File: src/rtl/dp_sequencer.sv
// dp_sequencer: turns register-level commands into alu_reg control words.
// Every command is accepted only in IDLE, then expanded into one or more
// single-cycle control words, and ends with a one-cycle response pulse.
module dp_sequencer #(
  parameter int XZR      = 31,
  parameter int SCRATCH  = 27,
  parameter int MUL_BITS = 6
) (
  input  logic        clk,
  input  logic        rst,
  input  logic        cmd_valid,
  output logic        cmd_ready,
  input  logic [3:0]  cmd_op,
  input  logic [4:0]  cmd_rd,
  input  logic [4:0]  cmd_rn,
  input  logic [4:0]  cmd_rm,
  input  logic [15:0] cmd_imm,
  output logic        busy,
  output logic        rsp_valid,
  output logic        rsp_err,
  output logic [3:0]  flags,
  input  logic [3:0]  dp_status,
  output logic [63:0] dp_k,
  output logic [4:0]  dp_fs,
  output logic [4:0]  dp_addrR,
  output logic [4:0]  dp_addrA,
  output logic [4:0]  dp_addrB,
  output logic        dp_s,
  output logic        dp_sd,
  output logic        dp_sb,
  output logic        dp_c0,
  output logic        dp_w
);

  typedef enum logic [2:0] {IDLE, EXEC, M_CLR, M_SHF, M_ACC, RESP} state_t;

  localparam logic [3:0] OP_NOP   = 4'd0;
  localparam logic [3:0] OP_LOADI = 4'd1;
  localparam logic [3:0] OP_ADD   = 4'd2;
  localparam logic [3:0] OP_SUB   = 4'd3;
  localparam logic [3:0] OP_AND   = 4'd4;
  localparam logic [3:0] OP_ORR   = 4'd5;
  localparam logic [3:0] OP_EOR   = 4'd6;
  localparam logic [3:0] OP_LSL   = 4'd7;
  localparam logic [3:0] OP_LSR   = 4'd8;
  localparam logic [3:0] OP_ADDI  = 4'd9;
  localparam logic [3:0] OP_SUBI  = 4'd10;
  localparam logic [3:0] OP_CMP   = 4'd11;
  localparam logic [3:0] OP_MULI  = 4'd12;

  localparam logic [4:0] FS_AND = 5'b00000;
  localparam logic [4:0] FS_ORR = 5'b00100;
  localparam logic [4:0] FS_ADD = 5'b01000;
  localparam logic [4:0] FS_SUB = 5'b01001;
  localparam logic [4:0] FS_EOR = 5'b01100;
  localparam logic [4:0] FS_LSL = 5'b10000;
  localparam logic [4:0] FS_LSR = 5'b10100;

  localparam logic [4:0] XZR_A = 5'(XZR);
  localparam logic [4:0] SCR_A = 5'(SCRATCH);
  localparam int         IW    = (MUL_BITS > 1) ? $clog2(MUL_BITS) : 1;
  localparam logic [IW-1:0] LAST_BIT = IW'(MUL_BITS - 1);

  state_t        state, state_nx;
  logic [3:0]    op_q;
  logic [4:0]    rd_q, rn_q, rm_q;
  logic [15:0]   imm_q;
  logic          err_q;
  logic [IW-1:0] bit_q;
  logic [3:0]    flags_q;

  logic                accept;
  logic                cmd_illegal;
  logic                muli_bad;
  logic                cmd_bad;
  logic [MUL_BITS-1:0] mult;
  logic [MUL_BITS-1:0] mult_sel;
  logic                cur_bit;
  logic                last_bit;

  assign cmd_ready   = (state == IDLE) & ~rst;
  assign accept      = cmd_valid & cmd_ready;
  assign cmd_illegal = (cmd_op > OP_MULI);
  assign muli_bad    = (cmd_op == OP_MULI) &&
                       ((cmd_rd == cmd_rn) || (cmd_rd == SCR_A) || (cmd_rn == SCR_A));
  assign cmd_bad     = cmd_illegal | muli_bad;
  assign mult        = imm_q[MUL_BITS-1:0];
  assign mult_sel    = MUL_BITS'(1) << bit_q;
  assign cur_bit     = |(mult & mult_sel);
  assign last_bit    = (bit_q == LAST_BIT);
  assign busy        = (state != IDLE);
  assign flags       = flags_q;
  assign dp_sb       = 1'b0;

  // State register; reset abandons any command in flight.
  always_ff @(posedge clk) begin
    if (rst) state <= IDLE;
    else     state <= state_nx;
  end

  // Command latch, multiplier bit index and compare flags capture.
  always_ff @(posedge clk) begin
    if (rst) begin
      op_q    <= OP_NOP;
      rd_q    <= '0;
      rn_q    <= '0;
      rm_q    <= '0;
      imm_q   <= '0;
      err_q   <= 1'b0;
      bit_q   <= '0;
      flags_q <= '0;
    end else begin
      if (accept) begin
        op_q  <= cmd_op;
        rd_q  <= cmd_rd;
        rn_q  <= cmd_rn;
        rm_q  <= cmd_rm;
        imm_q <= cmd_imm;
        err_q <= cmd_bad;
      end
      if (state == EXEC && op_q == OP_CMP) flags_q <= dp_status;
      if (state == M_CLR) bit_q <= '0;
      else if ((state == M_SHF && !cur_bit) || state == M_ACC) bit_q <= bit_q + 1'b1;
    end
  end

  // Next-state: rejected commands skip straight to the response cycle.
  always_comb begin
    state_nx = state;
    case (state)
      IDLE: begin
        if (accept) begin
          if (cmd_bad)                 state_nx = RESP;
          else if (cmd_op == OP_MULI)  state_nx = M_CLR;
          else                         state_nx = EXEC;
        end
      end
      EXEC:  state_nx = RESP;
      M_CLR: state_nx = M_SHF;
      M_SHF: begin
        if (cur_bit)       state_nx = M_ACC;
        else if (last_bit) state_nx = RESP;
        else               state_nx = M_SHF;
      end
      M_ACC: state_nx = last_bit ? RESP : M_SHF;
      RESP:  state_nx = IDLE;
      default: state_nx = IDLE;
    endcase
  end

  // Control word and response outputs, decoded from registered state only.
  always_comb begin
    dp_k      = '0;
    dp_fs     = FS_ADD;
    dp_addrR  = '0;
    dp_addrA  = '0;
    dp_addrB  = '0;
    dp_s      = 1'b0;
    dp_sd     = 1'b0;
    dp_c0     = 1'b0;
    dp_w      = 1'b0;
    rsp_valid = 1'b0;
    rsp_err   = 1'b0;
    case (state)
      EXEC: begin
        dp_sd    = 1'b1;
        dp_addrA = rn_q;
        dp_addrB = rm_q;
        dp_addrR = rd_q;
        case (op_q)
          OP_LOADI: begin
            dp_fs = FS_ADD; dp_s = 1'b1; dp_k = {48'd0, imm_q};
            dp_addrA = XZR_A; dp_w = 1'b1;
          end
          OP_ADD:  begin dp_fs = FS_ADD; dp_w = 1'b1; end
          OP_SUB:  begin dp_fs = FS_SUB; dp_c0 = 1'b1; dp_w = 1'b1; end
          OP_AND:  begin dp_fs = FS_AND; dp_w = 1'b1; end
          OP_ORR:  begin dp_fs = FS_ORR; dp_w = 1'b1; end
          OP_EOR:  begin dp_fs = FS_EOR; dp_w = 1'b1; end
          OP_LSL: begin
            dp_fs = FS_LSL; dp_s = 1'b1; dp_k = {58'd0, imm_q[5:0]}; dp_w = 1'b1;
          end
          OP_LSR: begin
            dp_fs = FS_LSR; dp_s = 1'b1; dp_k = {58'd0, imm_q[5:0]}; dp_w = 1'b1;
          end
          OP_ADDI: begin
            dp_fs = FS_ADD; dp_s = 1'b1; dp_k = {48'd0, imm_q}; dp_w = 1'b1;
          end
          OP_SUBI: begin
            dp_fs = FS_SUB; dp_c0 = 1'b1; dp_s = 1'b1; dp_k = {48'd0, imm_q}; dp_w = 1'b1;
          end
          OP_CMP:  begin dp_fs = FS_SUB; dp_c0 = 1'b1; end
          default: begin
            dp_sd = 1'b0; dp_addrA = '0; dp_addrB = '0; dp_addrR = '0;
          end
        endcase
      end
      M_CLR: begin
        dp_addrR = rd_q; dp_addrA = XZR_A; dp_s = 1'b1; dp_k = '0;
        dp_fs = FS_ADD; dp_sd = 1'b1; dp_w = 1'b1;
      end
      M_SHF: begin
        if (cur_bit) begin
          dp_addrR = SCR_A; dp_addrA = rn_q; dp_fs = FS_LSL; dp_s = 1'b1;
          dp_k = 64'(bit_q); dp_sd = 1'b1; dp_w = 1'b1;
        end
      end
      M_ACC: begin
        dp_addrR = rd_q; dp_addrA = rd_q; dp_addrB = SCR_A;
        dp_fs = FS_ADD; dp_sd = 1'b1; dp_w = 1'b1;
      end
      RESP: begin
        rsp_valid = 1'b1;
        rsp_err   = err_q;
      end
      default: ;
    endcase
  end

endmodule

File: config.mk
export PLATFORM = sky130hd
export DESIGN_NAME = dp_sequencer
export DESIGN_NICKNAME = d
export VERILOG_FILES = /design/src/rtl/dp_sequencer.sv
export SDC_FILE = /design/constraint.sdc
export NUM_CORES = 1
export LEC_CHECK = 0
export CAP_MARGIN = 25
export CORE_MARGIN = 5
export CORE_UTILIZATION = 42
export CTS_CLUSTER_SIZE = 10
export DETAILED_ROUTE_END_ITERATION = 16
export HOLD_SLACK_MARGIN = 0.05
export PLACE_DENSITY = 0.81
export SYNTH_ARGS = -nofsm -noshare
export SYNTH_HDL_FRONTEND = slang
export SYNTH_SLANG_ARGS = --single-unit
File: constraint.sdc
create_clock -name clk -period 2.57 [get_ports clk]
set_input_delay 0.514 -clock clk [delete_from_list [all_inputs] [get_ports clk]]
set_output_delay 0.514 -clock clk [all_outputs]
set_load 0.03 [all_outputs]
# ---- Yosys cells after proc, flatten, opt, wreduce, memory -nomap -nowiden
# Cells that the tools add are included.
dict set report word_totals {
  register_bits 46
  inputBits 42
  wordCells 89
}
dict set report op_classes {
  add_sub_neg 1
  order_cmp 1
  n_eq_ne 22
  shifts 1
  muxes 31
  n_bitwise 5
  n_reduce_logical 19
}
# op n
set op_table {}
lappend op_table {{case mux 16 bit (2 select lines)} 2}
lappend op_table {{case mux 5 bit (2 select lines)} 3}
lappend op_table {{case mux 5 bit (6 select lines)} 1}
lappend op_table {{two-way mux 5 bit} 5}
lappend op_table {{equality test 4 bit, second input constant} 5}
lappend op_table {{case mux 5 bit (4 select lines)} 1}
lappend op_table {{OR reduction 10 bit} 2}
lappend op_table {{equality test 4 x 3 -> 1 bit, second input constant} 4}
lappend op_table {{two-way mux 3 bit} 5}
lappend op_table {{case mux 3 bit (5 select lines)} 1}
lappend op_table {{case mux 5 bit (3 select lines)} 1}
lappend op_table {{OR reduction 11 bit} 1}
lappend op_table {{equality test 5 bit, second input constant} 2}
lappend op_table {{equality test 3 bit, second input constant} 3}
lappend op_table {{case mux 1 bit (3 select lines)} 3}
lappend op_table {{equality test 4 x 2 -> 1 bit, second input constant} 2}
lappend op_table {{two-way mux 1 bit} 8}
lappend op_table {{AND 6 bit} 1}
lappend op_table {{equality test 3 x 2 -> 1 bit, second input constant} 2}
lappend op_table {{OR reduction 2 bit} 3}
lappend op_table {{OR reduction 3 bit} 2}
lappend op_table {{OR reduction 6 bit} 1}
lappend op_table {{<< shifter 1 x 3 -> 6 bit, first input constant} 1}
lappend op_table {{equality test 5 bit} 1}
lappend op_table {{other kinds (15)} 20}

# ---- Longest topological paths before layout
# Gate-level depths: netlist of run 1.
dict set report depth {
  depth_word 8
  ltp_mapped 7
  mapped_depth_nobuf 7
}

# ---- Worst setup path before layout of run 1
# OpenSTA, ideal clock, no wires.
dict set report synth_path {
  path_type {reg2out}
  startpoint {register bit_q[1]}
  endpoint {output dp_sd}
  arrival_ps 1938
  path_slack_ps 118
  stages_incl_launch_ff 7
  path_buffers 0
  cell_sequence {dfxtp_1 > inv_1 > ha_1 > a22o_2 > a221oi_4 > nor2_4 > or3_1}
}
dict set report synth_between {
  elab_chain_len 5
}
# item line_no
set synth_lines {}
lappend synth_lines {{start: declaration} 69} ;# logic [IW-1:0] bit_q;
lappend synth_lines {{start signal: assignment} 123} ;# else if ((state == M_SHF && !cur_bit) || state == M_ACC) bit_q <= bit_q + 1'b1;
lappend synth_lines {{<< shifter 1 x 3 -> 6 bit} 88} ;# assign mult_sel = MUL_BITS'(1) << bit_q;
lappend synth_lines {{AND 6 bit} 89} ;# assign cur_bit = |(mult & mult_sel);
lappend synth_lines {{OR reduction 6 bit} 89}
lappend synth_lines {{two-way mux 1 bit} 203} ;# if (cur_bit) begin
lappend synth_lines {{case mux 1 bit (3 select lines)} 164} ;# case (state)
lappend synth_lines {{end: declaration} 29} ;# output logic dp_sd,
# No other way between the ends.

# ---- Final worst setup path of run 1
dict set report layout_path {
  startpoint {register bit_q[0]}
  endpoint {output dp_sd}
}
# Same word-level chain as after synthesis.

==> results of run 1 <==
==> sequential cells by signal, indices dropped and copies added, names as in the netlist <==
signal	count
rd_q	5
state	3
flags	4
err_q	1
rm_q	5
op_q	4
imm_q	16
rn_q	5
bit_q	3
==> kinds of logic after synthesis <==
family | after synthesis
buffers and inverters | 79
other | 1
xor gates and xnor gates | 6
AOI/OAI and AO/OA | 87
DFF | 46
and+or+nand+nor | 153
adders and majority gates | 8
muxes | 6
==> cells in the mapped netlist (3+ instances only) <==
library cell and count:
a31oi_1 3, nand3_1 5, dfxtp_1 46, a21o_1 8, nor3_1 6, clkbuf_8 3
o21a_1 3, ha_1 8, o31ai_1 5, o21ai_0 35, nor2_1 27, a21oi_1 11
inv_1 9, nand2_1 47, xnor2_1 4, mux2i_1 5, buf_2 8, nand2b_1 34
buf_4 50, and2_1 17, o22ai_1 7, clkbuf_1 6
==> layer usage <==
layer | track usage (%) | wire length [um]
met3 | 5.37 | 772
met4 | 4.69 | 119
met5 | 0 | 0
met2 | 28.7 | 3790
met1 | 20.3 | 3280
==> critical path: cells and delay by family, from the launching register on <==
| family | cells | cell delay, ns |
|---|---|---|
| buf+inv | 1 | 0.15 |
| fa+ha+maj | 2 | 0.31 |
| compound gates | 2 | 0.51 |
| flops | 1 | 0.38 |
| simple gates | 2 | 0.48 |
==> through the flow <==
step                area, um^2  power, W  utilization, %
finish                    4100   0.00210            57.4
global route              4100   0.00221            57.4
CTS                       4030   0.00209            56.4
detailed placement        3790   0.00162            53.1
global placement          3790   0.00160            53.1
floorplan                 3220   0.00139               -
==> where the power goes <==
part	leakage [nW]	internal (W)	switching [W]	total, W
Sequential	0.380	0.000780	0.0000649	0.000845
Clock	0.0452	0.000192	0.000242	0.000434
Combinational	1.27	0.000337	0.000482	0.000819
Total	1.70	0.00131	0.000789	0.00210
==> final cells by class <==
type | count | area [um^2]
tap | 99 | 124
timing repair buffer | 102 | 1020
clock buffer | 6 | 72.6
inverter | 9 | 33.8
multi-input combinational | 310 | 1900
sequential | 46 | 935
clock inverter | 2 | 13.8
fill | 647 | 3040
==> worst max path at each step <==
stage,end,slack [ns],from,depth (start not counted)
5_1_grt,dp_sd,-0.13,bit_q[0],7
4_1_cts,dp_sd,-0.08,bit_q[0],7
3_3_place_gp,dp_sd,0.12,bit_q[1],7
6_report,dp_sd,-0.07,bit_q[0],7
3_5_place_dp,dp_addrA[2],0.04,bit_q[1],8
2_1_floorplan,dp_sd,0.12,bit_q[1],6
==> timing repair <==
action / in CTS / in global routing
gates resized for setup: 27 / 23
pin swaps: 8 / 3
setup buffers: 4 / 1
endpoints found under the setup margin: 23 / 33
hold buffers: 0 / 0
==> results.toml, run 1 <==
[synth]
synthArstFlopShare_pct = 0
yosys.area.top_type = "dfxtp_1"
synth_top_family_by_area = "simple AND/OR/NAND/NOR gates"
synth_edf_count = 0
avgSynthCellArea_um2 = 7.88
synth_area_leaders = "dfxtp_1 (30%), buf_4 (12%), nand2b_1 (7.0%), nand2_1 (5.8%), o21ai_0 (5.8%)"
yosysWarnings = 0
yosys.area_share.simple_pct = 25.9
synth_top_area_share_pct = 30.3
ys_types = 52
synth-compound-area-share_pct = 18.9
syn_area_mm2 = 0.00304
yosysSeqAreaShare_pct = 30.3
synth_cells = 386
muxShareOfSynthArea_pct = 2.14
synthAdderAreaFrac_pct = 3.29
synth-seq-cells = 46
synth_ff_type = "dfxtp_1"
yosys.area_share.xor_xnor_pct = 1.73

[setup_path]
worstSetupPathType = "flip-flop to primary output"
path_cells = "ha_4, ha_4, a32o_2, a221oi_4, nor2_4, or3_4, buf_12"
cp.arrival_ns = 2.12
reg2reg_depth = 8
max_stage_delay_ns = 0.38
worst_setup_path_start_kind = "flip-flop"
reg2reg_from = "state[0]"
critical_path_required_ns = 2.06
critPathSlowestCell = "dfxtp_4"
crit_top_cell = "ha_4"
r2r_slack_ns = 0.46
path_max_fanout = 6
worstReg2RegEnd = "err_q"
endpoint_kind = "primary output"

[cts]
tritoncts = "built"
worstSkewPairLatency_ns = 0.29
cts_max_level = 2
clockBufferDepth = 2
clk_pin_slew_ns = 0.09
cts-root-buf = "clkbuf_8"
cts_made_buffers = 5
cts_sinks = 46

[route]
wl_um = 7960
num_vias = 2766
dr.pass1.iters = 4
postRouteAntennaNets = 0
wl_per_cell_um = 13.9
first_iter_violations = 151
drc_errors = 0
via_per_inst = 4.82

[global_route]
grt_pass1_vias = 2618
gr-total-overflow = 0
antenna_found_initial = 0
grt_pass1_wl_um = 12300
grt_use_total_pct = 16.9
grt_start_max_net_pins = 61

[placement]
gp_congestion = 0.915
io_buffers = 88
hpwl_um = 6000
dp_slack_ns = 0.0362
dp_cells = 562

[timing]
hold_viol_final = 0
skew_ns = 0.00747
post-route-min-period_ns = 2.64
rsz0062_at_grt = "yes"
finalSetupViolCount = 9
slew_violations = 0
tns_ns = -0.266
fmax_mhz = 379
min_period_over_period_pct = 103
fin_hold_ws_ns = 0.477
setup_ws_ns = -0.0665

[layout]
final-instance-count-excl-fill = 574
final_common_cell = "conb_1"
final_cell_mix = "conb_1 (50), clkdlybuf4s50_1 (48), nand2_1 (47), dfxtp_1 (41), buf_4 (35)"
nets = 524
drive_gt1_share_pct = 21.1
antennaDiodeCount = 0
areaGrowthSynthToFinish_pct = 34.8

[run_status]
outcome = "finished with violations"
violations = "negative setup slack"

[job]
cap_viol_max_count = 0

[floorplanning]
core_mm2 = 0.00714
io_pins = 139
rows = 31
start_util_pct = 42.6
die-area_mm2 = 0.00904
die_w_um = 95.1
die_h_um = 95.1

[hold_path]
min_from = "imm_q[14]"
hold_depth = 2
holdPathEnd = "imm_q[14]"
hold_path.class = "flip-flop to flip-flop"

[pwr]
p_leak_nw = 1.70
pwr_density_cell_mw_per_mm2 = 512
ir_worst_vdd_mv = 0.353
Note: power is estimated with default switching activity, not from simulation.
==> run 2: changes to the inputs <==
--- a/config.mk
+++ b/config.mk
@@ -6,12 +6,14 @@
 export NUM_CORES = 1
 export LEC_CHECK = 0
 export CAP_MARGIN = 25
+export CELL_PAD_IN_SITES_DETAIL_PLACEMENT = 1
+export CELL_PAD_IN_SITES_GLOBAL_PLACEMENT = 1
 export CORE_MARGIN = 5
-export CORE_UTILIZATION = 42
+export CORE_UTILIZATION = 29
 export CTS_CLUSTER_SIZE = 10
 export DETAILED_ROUTE_END_ITERATION = 16
 export HOLD_SLACK_MARGIN = 0.05
-export PLACE_DENSITY = 0.81
+export PLACE_DENSITY_LB_ADDON = 0.1
 export SYNTH_ARGS = -nofsm -noshare
 export SYNTH_HDL_FRONTEND = slang
 export SYNTH_SLANG_ARGS = --single-unit
==> run 2 against run 1 <==
Against the previous run:
- the run still ends with negative setup slack left
- largest power group is now combinational cells
- count of clock-buffer cells in the layout fell by 1
- register-to-register slack improved by 0.12 ns
- sequential share of layout area decreased by 0.56 points
- sequential power about the same
- largest cell class unchanged
- power grew 2.9%
- flip-flop and latch count did not move
- via count decreased by 1.6%
- maximum frequency grew 0.59%
- critical path depth did not move
==> results.toml, run 2 (synthesis results as in run 1) <==
[run_status]
outcome = "finished with violations"
violations = "negative setup slack"

[timing]
slew_violations = 0
worstMarginPinSlew_ns = 0.571
skew_ns = 0.00865
rsz0062_at_grt = "yes"
hold_viol_final = 0
fmax_mhz = 382
post-route-min-period_ns = 2.62
min_period_over_period_pct = 102
finalSetupViolCount = 13
tns_ns = -0.406
setup_ws_ns = -0.0511
relSlewSlack_pct = 61.6

[placement]
gp_congestion = 0.756
io_buffers = 88
place_area_mm2 = 0.00387
dp_cells = 600
hpwl_um = 6720

[layout]
final_area_mm2 = 0.00420
areaGrowthSynthToFinish_pct = 38.0
final_common_cell = "conb_1"
antennaDiodeCount = 0
final-instance-count-excl-fill = 611
nFillCells = 1246
nets = 524
top_register = "imm_q"
largest_reg_flops = 16
final_cell_mix = "conb_1 (50), clkdlybuf4s50_1 (48), nand2_1 (47), dfxtp_1 (40)"
drive_gt1_share_pct = 22.3

[pwr]
ir_worst_vdd_mv = 0.238
pwr_density_cell_mw_per_mm2 = 514
p_leak_nw = 1.70

[global_route]
gr-usage-met1_pct = 17.1
grt_use_total_pct = 13.8
use_met2_pct = 24.0
grt.busiest_layer = "met2"
antenna_found_initial = 0
grt_start_max_net_pins = 63
grt_use_met3_pct = 4.47
grt_pass1_wl_um = 14600
gr-total-overflow = 0
grt_pass1_vias = 2807

[route]
wl_per_cell_um = 14.9
postRouteAntennaNets = 0
dr.pass1.iters = 4
via_per_inst = 4.45
wl_um = 9100
drc_errors = 0
num_vias = 2721
first_iter_violations = 78

[cts]
clockBufferDepth = 2
clk_pin_slew_ns = 0.10
cts-root-buf = "clkbuf_8"
cts_sinks = 46
tritoncts = "built"
worstSkewPairLatency_ns = 0.30
cts_made_buffers = 5
cts_max_level = 2

[setup_path]
critical_path_required_ns = 2.06
endpoint_kind = "primary output"
cp.arrival_ns = 2.11
path_max_fanout = 6
worst_setup_path_start_kind = "flip-flop"
worstSetupPathType = "flip-flop to primary output"

[floorplanning]
io_pins = 139
start_util_pct = 29.6
die_w_um = 112
die-area_mm2 = 0.0126
core_mm2 = 0.0103
rows = 37
die_h_um = 112

[job]
cap_viol_max_count = 0

[hold_path]
hold_path.class = "flip-flop to flip-flop"
[run 2: cell count changes in the layout (fill, tap and decap cells not counted), moves of 2 or more]
cell / previous run / this run
o22ai_1: 4 / 2
dfxtp_2: 2 / 4
buf_12: 7 / 9
inv_1: 7 / 5
buf_4: 35 / 32
[run 2: where the power goes]
group	switching [W]	total (W)	internal [W]
clock network	0.000273	0.000465	0.000192
logic	0.000498	0.000849	0.000351
registers	0.0000653	0.000845	0.000780
total	0.000836	0.00216	0.00132
[run 2: worst paths after layout]
check | from | end | slack (ns) | cells past startpoint
worst max-delay path | bit_q[2] | dp_sd | -0.05 | 7
worst min-delay path | imm_q[7] | imm_q[7] | 0.48 | 2
worst max register to register | bit_q[2] | bit_q[1] | 0.58 | 8
worst min register to register | imm_q[7] | imm_q[7] | 0.48 | 2
[run 2: what timing repair did]
action,CTS,global route
pin swaps,6,2
setup endpoints to repair,21,29
setup buffers,3,1
gates cloned,0,1
hold buffers,0,0
resized for setup,35,21
[run 2: layout make-up]
cell class	instances	area, um^2	share of cell area [%]
multi-input combinational	310	1930	45.9
clock buffer	5	68.8	1.64
timing repair buffer	102	1040	24.8
tap	136	170	4.05
sequential	46	933	22.2
inverter	9	36.3	0.865
clock inverter	3	21.3	0.507
[run 2: critical path, stage by stage, from the launching register on]
cell and delay [ns]:
dfxtp_2 0.41, inv_1 0.11, ha_1 0.21, a32o_2 0.24
a221oi_4 0.25, nor2_4 0.09, or3_4 0.35, buf_12 0.15
[run 2: layer usage]
layer,vias to the layer above,wire length (um),share of wire [%]
li1,1361,-,-
met5,-,0,0
met3,4,552,6.1
met1,1291,3980,44
met4,0,28,0.31
met2,65,4530,50
[run 2: stage by stage]
stage	hold slack [ns]	util (%)	power, W	setup slack [ns]
global placement	0.454	37.7	0.00162	0.0991
floorplan	0.445	-	0.00139	0.118
detailed placement	0.467	37.7	0.00163	0.0239
CTS	0.484	40.0	0.00216	-0.0650
finish	0.478	40.8	0.00216	-0.0511
global route	0.507	40.8	0.00229	-0.139
